$ cat config.mk
export PLATFORM = sky130hd
export DESIGN_NAME = turn_arbiter
export DESIGN_NICKNAME = d
export VERILOG_FILES = /design/src/rtl/turn_arbiter_pkg.sv /design/src/rtl/turn_arbiter_btn_sync.sv /design/src/rtl/turn_arbiter.sv
export SDC_FILE = /design/constraint.sdc
export NUM_CORES = 1
export LEC_CHECK = 0
export CAP_MARGIN = 20
export CORE_AREA = 4 4 118 120
export CTS_BUF_LIST = sky130_fd_sc_hd__clkbuf_4 sky130_fd_sc_hd__clkbuf_8 sky130_fd_sc_hd__clkbuf_16
export CTS_CLUSTER_DIAMETER = 200
export DETAILED_ROUTE_END_ITERATION = 7
export DIE_AREA = 0 0 122 124
export PLACE_DENSITY = 0.72
export SLEW_MARGIN = 20
export SYNTH_ARGS = -nofsm -noshare
export SYNTH_HDL_FRONTEND = slang
export SYNTH_SLANG_ARGS = --single-unit
$ cat constraint.sdc
create_clock -name clk -period 5.57 [get_ports clk]
set_clock_uncertainty 0.05 [all_clocks]
set_input_delay 1.114 -clock clk [delete_from_list [all_inputs] [get_ports clk]]
set_output_delay 1.114 -clock clk [all_outputs]
set_load 0.01 [all_outputs]
$ cat src/rtl/turn_arbiter_pkg.sv
// Shared constants, FSM state type and helpers for the turn arbiter front-end.
package turn_arbiter_pkg;

  localparam int unsigned NUM_PLAYERS = 6;
  localparam int unsigned CHOICE_W    = 3;
  localparam int unsigned ID_W        = 3;
  localparam int unsigned GAME_OVER_BIT = 3;

  localparam logic [CHOICE_W-1:0] FORFEIT_CHOICE = 3'b000;

  typedef enum logic [1:0] {
    StIdle,
    StSetup,
    StPulse,
    StGap
  } arb_state_e;

  // Returns the 1-based player of the first set request at or after player rr_ptr+1,
  // wrapping around; 0 when nothing is requested.
  function automatic logic [ID_W-1:0] rr_pick(input logic [NUM_PLAYERS-1:0] req,
                                              input logic [ID_W-1:0]        rr_ptr);
    logic [ID_W-1:0] winner;
    int unsigned     idx;
    winner = '0;
    // Walk farthest-first so the nearest requester is written last.
    for (int unsigned k = NUM_PLAYERS; k > 0; k--) begin
      idx = (32'(rr_ptr) + k - 1) % NUM_PLAYERS;
      if (req[idx]) winner = ID_W'(idx + 1);
    end
    return winner;
  endfunction

  // True when the core reports a live turn for one of the players.
  function automatic logic is_turn(input logic [3:0] cs);
    return !cs[GAME_OVER_BIT] && (cs[2:0] != 3'd0) && (cs[2:0] <= 3'(NUM_PLAYERS));
  endfunction

endpackage

$ cat src/rtl/turn_arbiter_btn_sync.sv
// Two-flop synchroniser for one player's button and choice, plus a rising-edge strobe.
module btn_sync_edge
  import turn_arbiter_pkg::*;
(
  input  logic                clk_i,
  input  logic                reset_i,
  input  logic                btn_i,
  input  logic [CHOICE_W-1:0] choice_i,
  output logic                rise_o,
  output logic [CHOICE_W-1:0] choice_o
);

  logic                btn_meta_q, btn_sync_q, btn_prev_q;
  logic [CHOICE_W-1:0] choice_meta_q, choice_sync_q;

  always_ff @(posedge clk_i) begin
    if (reset_i) begin
      btn_meta_q    <= 1'b0;
      btn_sync_q    <= 1'b0;
      btn_prev_q    <= 1'b0;
      choice_meta_q <= '0;
      choice_sync_q <= '0;
    end else begin
      btn_meta_q    <= btn_i;
      btn_sync_q    <= btn_meta_q;
      btn_prev_q    <= btn_sync_q;
      choice_meta_q <= choice_i;
      choice_sync_q <= choice_meta_q;
    end
  end

  assign rise_o   = btn_sync_q & ~btn_prev_q;
  assign choice_o = choice_sync_q;

endmodule

$ cat src/rtl/turn_arbiter.sv
// Button sequencer for the 6-player turn game core: sync, round-robin grant, clean clock pulses.
// Optional wrong-turn filtering is enabled by defining TURN_ARBITER_TURN_FILTER_EN.
module turn_arbiter
  import turn_arbiter_pkg::*;
#(
  parameter int unsigned PULSE_CYCLES   = 2,
  parameter int unsigned TIMEOUT_CYCLES = 1000
) (
  input  logic                            clk,
  input  logic                            reset,
  input  logic [NUM_PLAYERS-1:0]          btn,
  input  logic [NUM_PLAYERS*CHOICE_W-1:0] choice_in,
  input  logic [3:0]                      cur_state,
  output logic [NUM_PLAYERS-1:0]          player_clk,
  output logic [NUM_PLAYERS*CHOICE_W-1:0] choice_out,
  output logic [ID_W-1:0]                 grant_id,
  output logic                            busy,
  output logic                            timeout_pulse
);

  localparam int unsigned TmoW = $clog2(TIMEOUT_CYCLES);
  localparam int unsigned PhW  = (PULSE_CYCLES > 2) ? $clog2(PULSE_CYCLES) : 1;
  localparam logic [TmoW-1:0] TmoLast   = TmoW'(TIMEOUT_CYCLES - 1);
  localparam logic [PhW-1:0]  PulseLast = PhW'(PULSE_CYCLES - 1);

  logic [NUM_PLAYERS-1:0]               rise, rise_f, turn_mask;
  logic [NUM_PLAYERS-1:0][CHOICE_W-1:0] choice_sync;

  for (genvar i = 0; i < NUM_PLAYERS; i++) begin : g_sync
    btn_sync_edge u_sync (
      .clk_i    (clk),
      .reset_i  (reset),
      .btn_i    (btn[i]),
      .choice_i (choice_in[i*CHOICE_W +: CHOICE_W]),
      .rise_o   (rise[i]),
      .choice_o (choice_sync[i])
    );
  end

  logic       turn_valid;
  logic [2:0] turn_idx;

  assign turn_valid = is_turn(cur_state);
  assign turn_idx   = cur_state[2:0] - 3'd1;

`ifdef TURN_ARBITER_TURN_FILTER_EN
  // During game over every press passes so the core can restart.
  always_comb begin
    turn_mask = '1;
    if (turn_valid) turn_mask = NUM_PLAYERS'(1) << turn_idx;
  end
`else
  assign turn_mask = '1;
`endif

  assign rise_f = rise & turn_mask;

  arb_state_e                           state_q, state_d;
  logic [PhW-1:0]                       phase_q, phase_d;
  logic [NUM_PLAYERS-1:0]               pending_q, pending_d;
  logic [NUM_PLAYERS-1:0][CHOICE_W-1:0] stage_q, stage_d;
  logic [NUM_PLAYERS-1:0][CHOICE_W-1:0] choice_out_q, choice_out_d;
  logic [ID_W-1:0]                      grant_q, grant_d, rr_ptr_q, rr_ptr_d;
  logic                                 busy_q, busy_d, timeout_q, timeout_d;
  logic [NUM_PLAYERS-1:0]               player_clk_q, player_clk_d;
  logic [TmoW-1:0]                      tmo_cnt_q, tmo_cnt_d;
  logic [3:0]                           cur_state_q;

  logic [NUM_PLAYERS-1:0] req, grant_mask, forfeit_mask;
  logic [ID_W-1:0]        pick, pick_idx, grant_idx_d;
  logic                   count_en, state_changed, fire;

  always_comb begin
    req           = pending_q | rise_f;
    pick          = rr_pick(req, rr_ptr_q);
    pick_idx      = pick - 3'd1;
    state_changed = cur_state != cur_state_q;
    // A real press in this cycle makes req non-zero, so it always beats the forfeit.
    count_en      = (state_q == StIdle) && (req == '0) && turn_valid;
    fire          = count_en && !state_changed && (tmo_cnt_q == TmoLast);

    state_d      = state_q;
    phase_d      = phase_q;
    stage_d      = stage_q;
    choice_out_d = choice_out_q;
    grant_d      = grant_q;
    rr_ptr_d     = rr_ptr_q;
    busy_d       = busy_q;
    timeout_d    = fire;
    grant_mask   = '0;
    forfeit_mask = '0;

    for (int i = 0; i < NUM_PLAYERS; i++) begin
      if (rise_f[i]) stage_d[i] = choice_sync[i];
    end
    if (fire) begin
      forfeit_mask           = NUM_PLAYERS'(1) << turn_idx;
      stage_d[turn_idx]      = FORFEIT_CHOICE;
    end

    unique case (state_q)
      StIdle: begin
        if (req != '0) begin
          grant_d    = pick;
          rr_ptr_d   = pick;
          busy_d     = 1'b1;
          grant_mask = NUM_PLAYERS'(1) << pick_idx;
          // Same-cycle edge bypasses the staging register.
          choice_out_d[pick_idx] = rise_f[pick_idx] ? choice_sync[pick_idx] : stage_q[pick_idx];
          state_d    = StSetup;
        end
      end
      StSetup: begin
        phase_d = '0;
        state_d = StPulse;
      end
      StPulse: begin
        if (phase_q == PulseLast) begin
          phase_d = '0;
          state_d = StGap;
        end else begin
          phase_d = phase_q + PhW'(1);
        end
      end
      StGap: begin
        if (phase_q == PhW'(1)) begin
          phase_d = '0;
          grant_d = '0;
          busy_d  = 1'b0;
          state_d = StIdle;
        end else begin
          phase_d = phase_q + PhW'(1);
        end
      end
    endcase

    pending_d = (pending_q | rise_f | forfeit_mask) & ~grant_mask;

    grant_idx_d  = grant_d - 3'd1;
    player_clk_d = (state_d == StPulse) ? (NUM_PLAYERS'(1) << grant_idx_d) : '0;

    if ((grant_mask != '0) || state_changed || !turn_valid || fire) begin
      tmo_cnt_d = '0;
    end else if (count_en) begin
      tmo_cnt_d = tmo_cnt_q + TmoW'(1);
    end else begin
      tmo_cnt_d = tmo_cnt_q;
    end
  end

  always_ff @(posedge clk) begin
    cur_state_q <= cur_state;
    if (reset) begin
      state_q      <= StIdle;
      phase_q      <= '0;
      pending_q    <= '0;
      stage_q      <= '0;
      choice_out_q <= '0;
      grant_q      <= '0;
      rr_ptr_q     <= '0;
      busy_q       <= 1'b0;
      timeout_q    <= 1'b0;
      player_clk_q <= '0;
      tmo_cnt_q    <= '0;
    end else begin
      state_q      <= state_d;
      phase_q      <= phase_d;
      pending_q    <= pending_d;
      stage_q      <= stage_d;
      choice_out_q <= choice_out_d;
      grant_q      <= grant_d;
      rr_ptr_q     <= rr_ptr_d;
      busy_q       <= busy_d;
      timeout_q    <= timeout_d;
      player_clk_q <= player_clk_d;
      tmo_cnt_q    <= tmo_cnt_d;
    end
  end

  assign player_clk    = player_clk_q;
  assign choice_out    = choice_out_q;
  assign grant_id      = grant_q;
  assign busy          = busy_q;
  assign timeout_pulse = timeout_q;

endmodule

### After elaboration in Yosys (flattened, before gate mapping)

Cells that the tools add are included.

| storage, ports and cells | value |
|---|---|
| latch bits | 0 |
| memories | 0 |
| ROM bits | 0 |
| bits in registers | 127 |
| output and inout port bits | 29 |
| input port bits | 30 |
| RAM bits | 0 |

| cells by class | value |
|---|---|
| equality and inequality tests | 8 |
| reductions and logical operators | 26 |
| shift operators | 3 |
| div/mod/pow operators | 6 |
| multipliers | 0 |
| $lt $le $gt $ge | 11 |
| multiplexer cells | 52 |
| bitwise logic cells | 19 |
| $add $sub $neg | 23 |

Operator list:

| operator | number |
|---|---|
| less-than comparator 32 x 4 -> 1 bit (second input constant) | 6 |
| remainder unit 32 x 3 -> 32 bit (second input constant) | 6 |
| 2-to-1 mux 3 bit | 19 |
| subtractor 4 x 1 -> 5 bit (second input constant) | 6 |
| binary-select mux 1 bit (select 3 bit) | 7 |
| adder 3 x 1 -> 3 bit (second input constant) | 6 |
| AND 18 bit | 1 |
| binary-select mux 3 bit (select 3 bit) | 2 |
| bitwise mux 18 bit | 1 |
| demux 3 bit (select 3 bit) | 2 |
| 2-to-1 mux 18 bit | 1 |
| 2-to-1 mux 6 bit | 3 |
| NOT 18 bit | 1 |
| left shift 1 x 3 -> 6 bit (first input constant) | 3 |
| adder 3 x 3 -> 4 bit (second input constant) | 3 |
| OR 6 bit | 2 |
| nonzero test 6 bit | 2 |
| adder 10 x 1 -> 10 bit (second input constant) | 1 |
| == test 10 bit (second input constant) | 1 |
| 2-to-1 mux 1 bit | 10 |
| subtractor 3 x 1 -> 3 bit (second input constant) | 3 |
| adder 3 x 2 -> 4 bit (second input constant) | 2 |
| logical AND 1 bit | 8 |
| less-than comparator 3 x 4 -> 1 bit (second input constant) | 2 |
| 26 further kinds | 50 |

### Longest topological paths before layout

| depth | value |
|---|---|
| depth in word-level cells | 20 |
| depth in mapped cells | 24 |
| depth with buffers taken out | 22 |

### Hierarchy

From an unflattened synthesis, not the netlist that was laid out.

| second synthesis, totals | value |
|---|---|
| cells, all modules | 659 |
| area total of the unflattened synthesis | 6383.6 µm² |

Modules (own cells, without submodules):

| module | times used | area each (µm²) | sequential area each (µm²) | cells an instance |
|---|---|---|---|---|
| turn_arbiter | 1 | 4927.2 | 1461.4 | 545 |
| btn_sync_edge | 6 | 242.7 | 180.2 | 19 |

### Worst setup path before layout

Ideal clock, no wire load.

| timing | value |
|---|---|
| kind | register -> register |
| from | reg rr_ptr_q[1] |
| to | reg choice_out_q, in the netlist choice_out[5] |
| setup time | 91 ps |
| cell stages (with the launch flop) | 23 |
| period minus slack after synthesis | 5269 ps |
| path buffers | 2 |
| path slack | 301 ps |
| data arrival time | 5128 ps |
| path through | dfxtp_1 > inv_1 > ha_1 > a21oi_1 > inv_1 > ha_1 > and3b_1 > o21ai_1 > mux2i_1 > mux2i_2 > nor2b_1 > a31oi_1 > mux2_2 > mux2i_1 > o21ai_0 > ha_1 > clkbuf_1 > mux2i_1 > mux2i_1 > mux2_2 > buf_4 > mux2_4 > a311oi_1 |

| between the ends | value |
|---|---|
| longest elaborated chain between the ends | 17 |

RTL lines:

| item | RTL line | source |
|---|---|---|
| start: declaration | turn_arbiter.sv:63 | `logic [ID_W-1:0] grant_q, grant_d, rr_ptr_q, rr_ptr_d;` |
| start signal: assignment | turn_arbiter.sv:172 | `rr_ptr_q <= rr_ptr_d;` |
| adder 3 x 3 -> 4 bit | turn_arbiter_pkg.sv:27 | `idx = (32'(rr_ptr) + k - 1) % NUM_PLAYERS;` |
| subtractor 4 x 1 -> 5 bit | turn_arbiter_pkg.sv:27 |  |
| remainder unit 32 x 3 -> 32 bit | turn_arbiter_pkg.sv:27 |  |
| binary-select mux 1 bit (select 3 bit) | turn_arbiter_pkg.sv:28 | `if (req[idx]) winner = ID_W'(idx + 1);` |
| 2-to-1 mux 1 bit (implied by the code) | turn_arbiter_pkg.sv:28 |  |
| 2-to-1 mux 3 bit (5 in series) | turn_arbiter_pkg.sv:28 |  |
| 2-to-1 mux 3 bit * | turn_arbiter_pkg.sv:28 |  |
| net pick[1] | turn_arbiter.sv:70 | `logic [ID_W-1:0] pick, pick_idx, grant_idx_d;` |
| subtractor 3 x 1 -> 3 bit * | turn_arbiter.sv:76 | `pick_idx = pick - 3'd1;` |
| less-than comparator 3 x 4 -> 1 bit (implied by the code) / >= comparator 3 x 1 -> 1 bit (equally long branches) | turn_arbiter.sv:109 | `choice_out_d[pick_idx] = rise_f[pick_idx] ? choice_sync[pick_idx] : stage_q[pick_idx];` |
| logical AND 1 bit (implied by the code) | turn_arbiter.sv:109 |  |
| 2-to-1 mux 3 bit | turn_arbiter.sv:109 |  |
| demux 3 bit (select 3 bit) | turn_arbiter.sv:109 |  |
| bitwise mux 18 bit * | turn_arbiter.sv:109 |  |
| end signal: assignment | turn_arbiter.sv:170 | `choice_out_q <= choice_out_d;` |
| end: declaration | turn_arbiter.sv:62 | `logic [NUM_PLAYERS-1:0][CHOICE_W-1:0] choice_out_q, choice_out_d;` |

The timed path passes the listed nets; every way through them passes the cells marked *. The select of a mux whose other input is x is not followed.
A chain may end at the register's enable or synchronous reset.

### Worst setup path in the final report

| timing | value |
|---|---|
| from | reg rr_ptr_q[1] |
| to | reg choice_out_q, in the netlist choice_out[2] |

The elaborated chain is that of the path after synthesis.

==> results.json <==
{
  "outcome": "complete, no violations",
  "gp_congestion": 0.915,
  "worstReg2RegStart": "rr_ptr_q[1]$_SDFFE_PP0P_",
  "ys_ff_latch": 127,
  "design.core.area_um2": 13000,
  "die-area_um2": 15100,
  "diodes": 0,
  "std_cell_rows": 42,
  "path_cells": "clkinvlp_4 > ha_1 > a21oi_1 > inv_1 > ha_1 > and3b_1 > o21ai_1 > mux2i_2 > inv_1 > ha_1 > nor2b_1 > a31oi_1 > mux2_2 > mux2i_1 > o21ai_0 > buf_4 > ha_2 > mux2i_1 > mux2i_1 > mux2_4 > mux2_4 > a311oi_1",
  "antenna_found_initial": 0,
  "synth_commonest_cells": "dfxtp_1, nor2b_1, nor2_1",
  "yosys.area.top_type_share_pct": 40.5,
  "clockBufferDepth": 2,
  "drt_iter0_drc": 291,
  "synth-edff-count": 0,
  "crit_family": "multiplexers",
  "leakagePower_nw": 3.01,
  "drive_gt1_share_pct": 12.0,
  "relSlewSlack_pct": 36.6,
  "wl_per_cell_um": 15.1,
  "p_total_mw": 5.13,
  "final.min_clock_period_ps": 5280,
  "crit_path_end_kind": "flop",
  "hpwl_mm": 10.2,
  "cts_tree": "yes",
  "dieHeight_um": 124,
  "final_nets": 795,
  "hp-class": "flop to flop",
  "cts_root_buf": "clkbuf_16",
  "wl_mm": 13.8,
  "worst_ep_required_time_ps": 5830,
  "whs_endpoint": "g_sync[1].u_sync.btn_sync_q$_SDFF_PP0_",
  "clock-sinks": 127,
  "yosysUniqueCellTypes": 68,
  "grt.total_usage_pct": 18.7,
  "worstPathArrival_ps": 5540,
  "cap_violations": 0,
  "worstSetupPathType": "flop to flop",
  "hold_ws_ps": 385,
  "overflow": 0,
  "max_freq_mhz": 189,
  "synthMostInstantiatedCell": "dfxtp_1",
  "min_path_cells": 1,
  "synth_compound_area_share_pct": 14.3,
  "drc": 0,
  "r2r-end": "choice_out[2]$_SDFFE_PP0P_",
  "yosys_most_used_dff": "dfxtp_1",
  "yosys-top-cells-area": "dfxtp_1, ha_1, nor2b_1",
  "path_clk_slew_ps": 60,
  "fin_cells": 916,
  "start_util_pct": 48.4,
  "synth_top_family_by_area": "simple AND/OR/NAND/NOR gates",
  "grt_max_degree": 68,
  "dp_worst_setup_slack_ps": 12.9,
  "ys.warnings.count": 0,
  "slowest_stage": "ha_2",
  "syn_area_per_cell_um2": 9.49,
  "hold_start": "g_sync[1].u_sync.btn_meta_q$_SDFF_PP0_",
  "finish.utilization_pct": 59.6,
  "hold_viol": 0,
  "max_stage_delay_ps": 420,
  "worst-path-max-fanout": 10,
  "pwr_density_cell_nw_per_um2": 663,
  "synth-simple-area-share_pct": 20.4,
  "synth_fa_ha_area_share_pct": 7.57,
  "synth_xor_area_share_pct": 3.54,
  "grt_pass1_wl_mm": 22.6,
  "num_vias": 4870,
  "reg2reg_depth": 22,
  "cts_buffers": 17,
  "async_flop_share_pct": 0,
  "insertion_delay_ps": 410,
  "finalSetupViolations": 0,
  "dr.pass1.iters": 4,
  "setup_ws_ps": 286,
  "ir_drop_mv": 0.676,
  "r2r_setup_slack_ps": 290,
  "synthMuxAreaShare_pct": 10.1,
  "fin_crit_sh_pct": 94.9,
  "synth_cells": 662,
  "syn2layout_area_growth_pct": 23.0,
  "start_kind": "flop",
  "dpl.cell_count": 880,
  "worst_pin_slew_ps": 948,
  "io_buffers": 58,
  "report.final.slew_viol_count": 0,
  "viasPerCell": 5.32,
  "die_x_um": 122,
  "yosysSeqAreaShare_pct": 40.5,
  "yosysTopAreaCell": "dfxtp_1",
  "path_buf_inv": 4,
  "netlist_area_um2": 6280,
  "io_pins": 59,
  "first_global_vias": 4865,
  "postRouteAntennaNets": 0,
  "synth_nets": 730,
  "htree_levels": 4
}
==> stage by stage <==
| stage | setup TNS [ps] | cell area (um2) |
|---|---|---|
| 4_1_cts | 0 | 7670 |
| 2_1_floorplan | 0 | 6280 |
| 6_report | 0 | 7730 |
| 3_5_place_dp | 0 | 7070 |
| 3_3_place_gp | 0 | 7070 |
| 5_1_grt | -26.3 | 7730 |
==> sequential cells by signal (all words and copies together) (netlist names) <==
name,cells
cur_state_q,4
stage_q,18
choice_out,18
state_q,2
busy,1
g_sync.u_sync.btn_meta_q,6
g_sync.u_sync.choice_o,18
g_sync.u_sync.btn_prev_q,6
grant_id,3
tmo_cnt_q,10
phase_q,1
player_clk,6
rr_ptr_q,3
g_sync.u_sync.choice_meta_q,18
timeout_pulse,1
pending_q,6
g_sync.u_sync.btn_sync_q,6
==> worst max path at each step <==
stage                                         from                          to  slack (ps)  depth (start not counted)
final                     rr_ptr_q[1]$_SDFFE_PP0P_  choice_out[2]$_SDFFE_PP0P_         290                         22
after global routing      rr_ptr_q[1]$_SDFFE_PP0P_  choice_out[2]$_SDFFE_PP0P_         -20                         22
after global placement    rr_ptr_q[1]$_SDFFE_PP0P_  choice_out[3]$_SDFFE_PP0P_         280                         21
after detailed placement  rr_ptr_q[1]$_SDFFE_PP0P_  choice_out[3]$_SDFFE_PP0P_          10                         21
after CTS                 rr_ptr_q[1]$_SDFFE_PP0P_  choice_out[3]$_SDFFE_PP0P_         0.4                         21
after floorplan           rr_ptr_q[1]$_SDFFE_PP0P_  choice_out[5]$_SDFFE_PP0P_         300                         22
==> cell type report <==
type                       instances  area, um2
multi-input combinational        478       3530
tap                              176        220
inverter                          24       93.8
timing repair buffer              79        739
clock buffer                      18        439
fill                            1110       5250
sequential                       127       2550
clock inverter                    14        158
==> repair_timing <==
action                                  in CTS  in global routing
hold buffers                                 0                  0
resized for setup                            0                 10
endpoints found under the setup margin       0                 27
buffers inserted                             0                  4
==> cells by family after synthesis <==
group           count (synthesis)
simple gates                  243
xor+xnor                       22
buf+inv                        57
compound gates                116
flops                         127
mux                            59
fa+ha+maj                      38
==> layout by cell type, fill, tap and decap left out, types with 7 or more instances in the layout <==
cell type / n
dfxtp_1: 124
nor2b_1: 71
nor2_1: 70
clkdlybuf4s50_1: 57
mux2i_1: 43
ha_1: 37
nand2_1: 31
buf_4: 21
inv_1: 19
clkbuf_16: 17
a21oi_1: 16
o21ai_0: 14
a311oi_1: 14
xnor2_1: 11
nand2b_1: 10
and2_1: 10
nor3_1: 9
o21ai_1: 8
nand3b_1: 7
xor2_1: 7
mux2_4: 7
==> where the power goes <==
part	internal (mW)	leakage (nW)	switching [mW]
logic	1.26	1.68	1.72
registers	0.989	1.04	0.0571
clock network	0.677	0.284	0.416
total	2.93	3.01	2.20
==> per-layer routing <==
metal / track usage [%] / part of all wire [%] / wire, um
met3: 3.81 / 3.9 / 540
met5: 0 / 0 / 0
met2: 33.2 / 50 / 6880
met4: 9.17 / 3.0 / 411
met1: 21.5 / 43 / 6010
(Power assumes the default switching activity.)
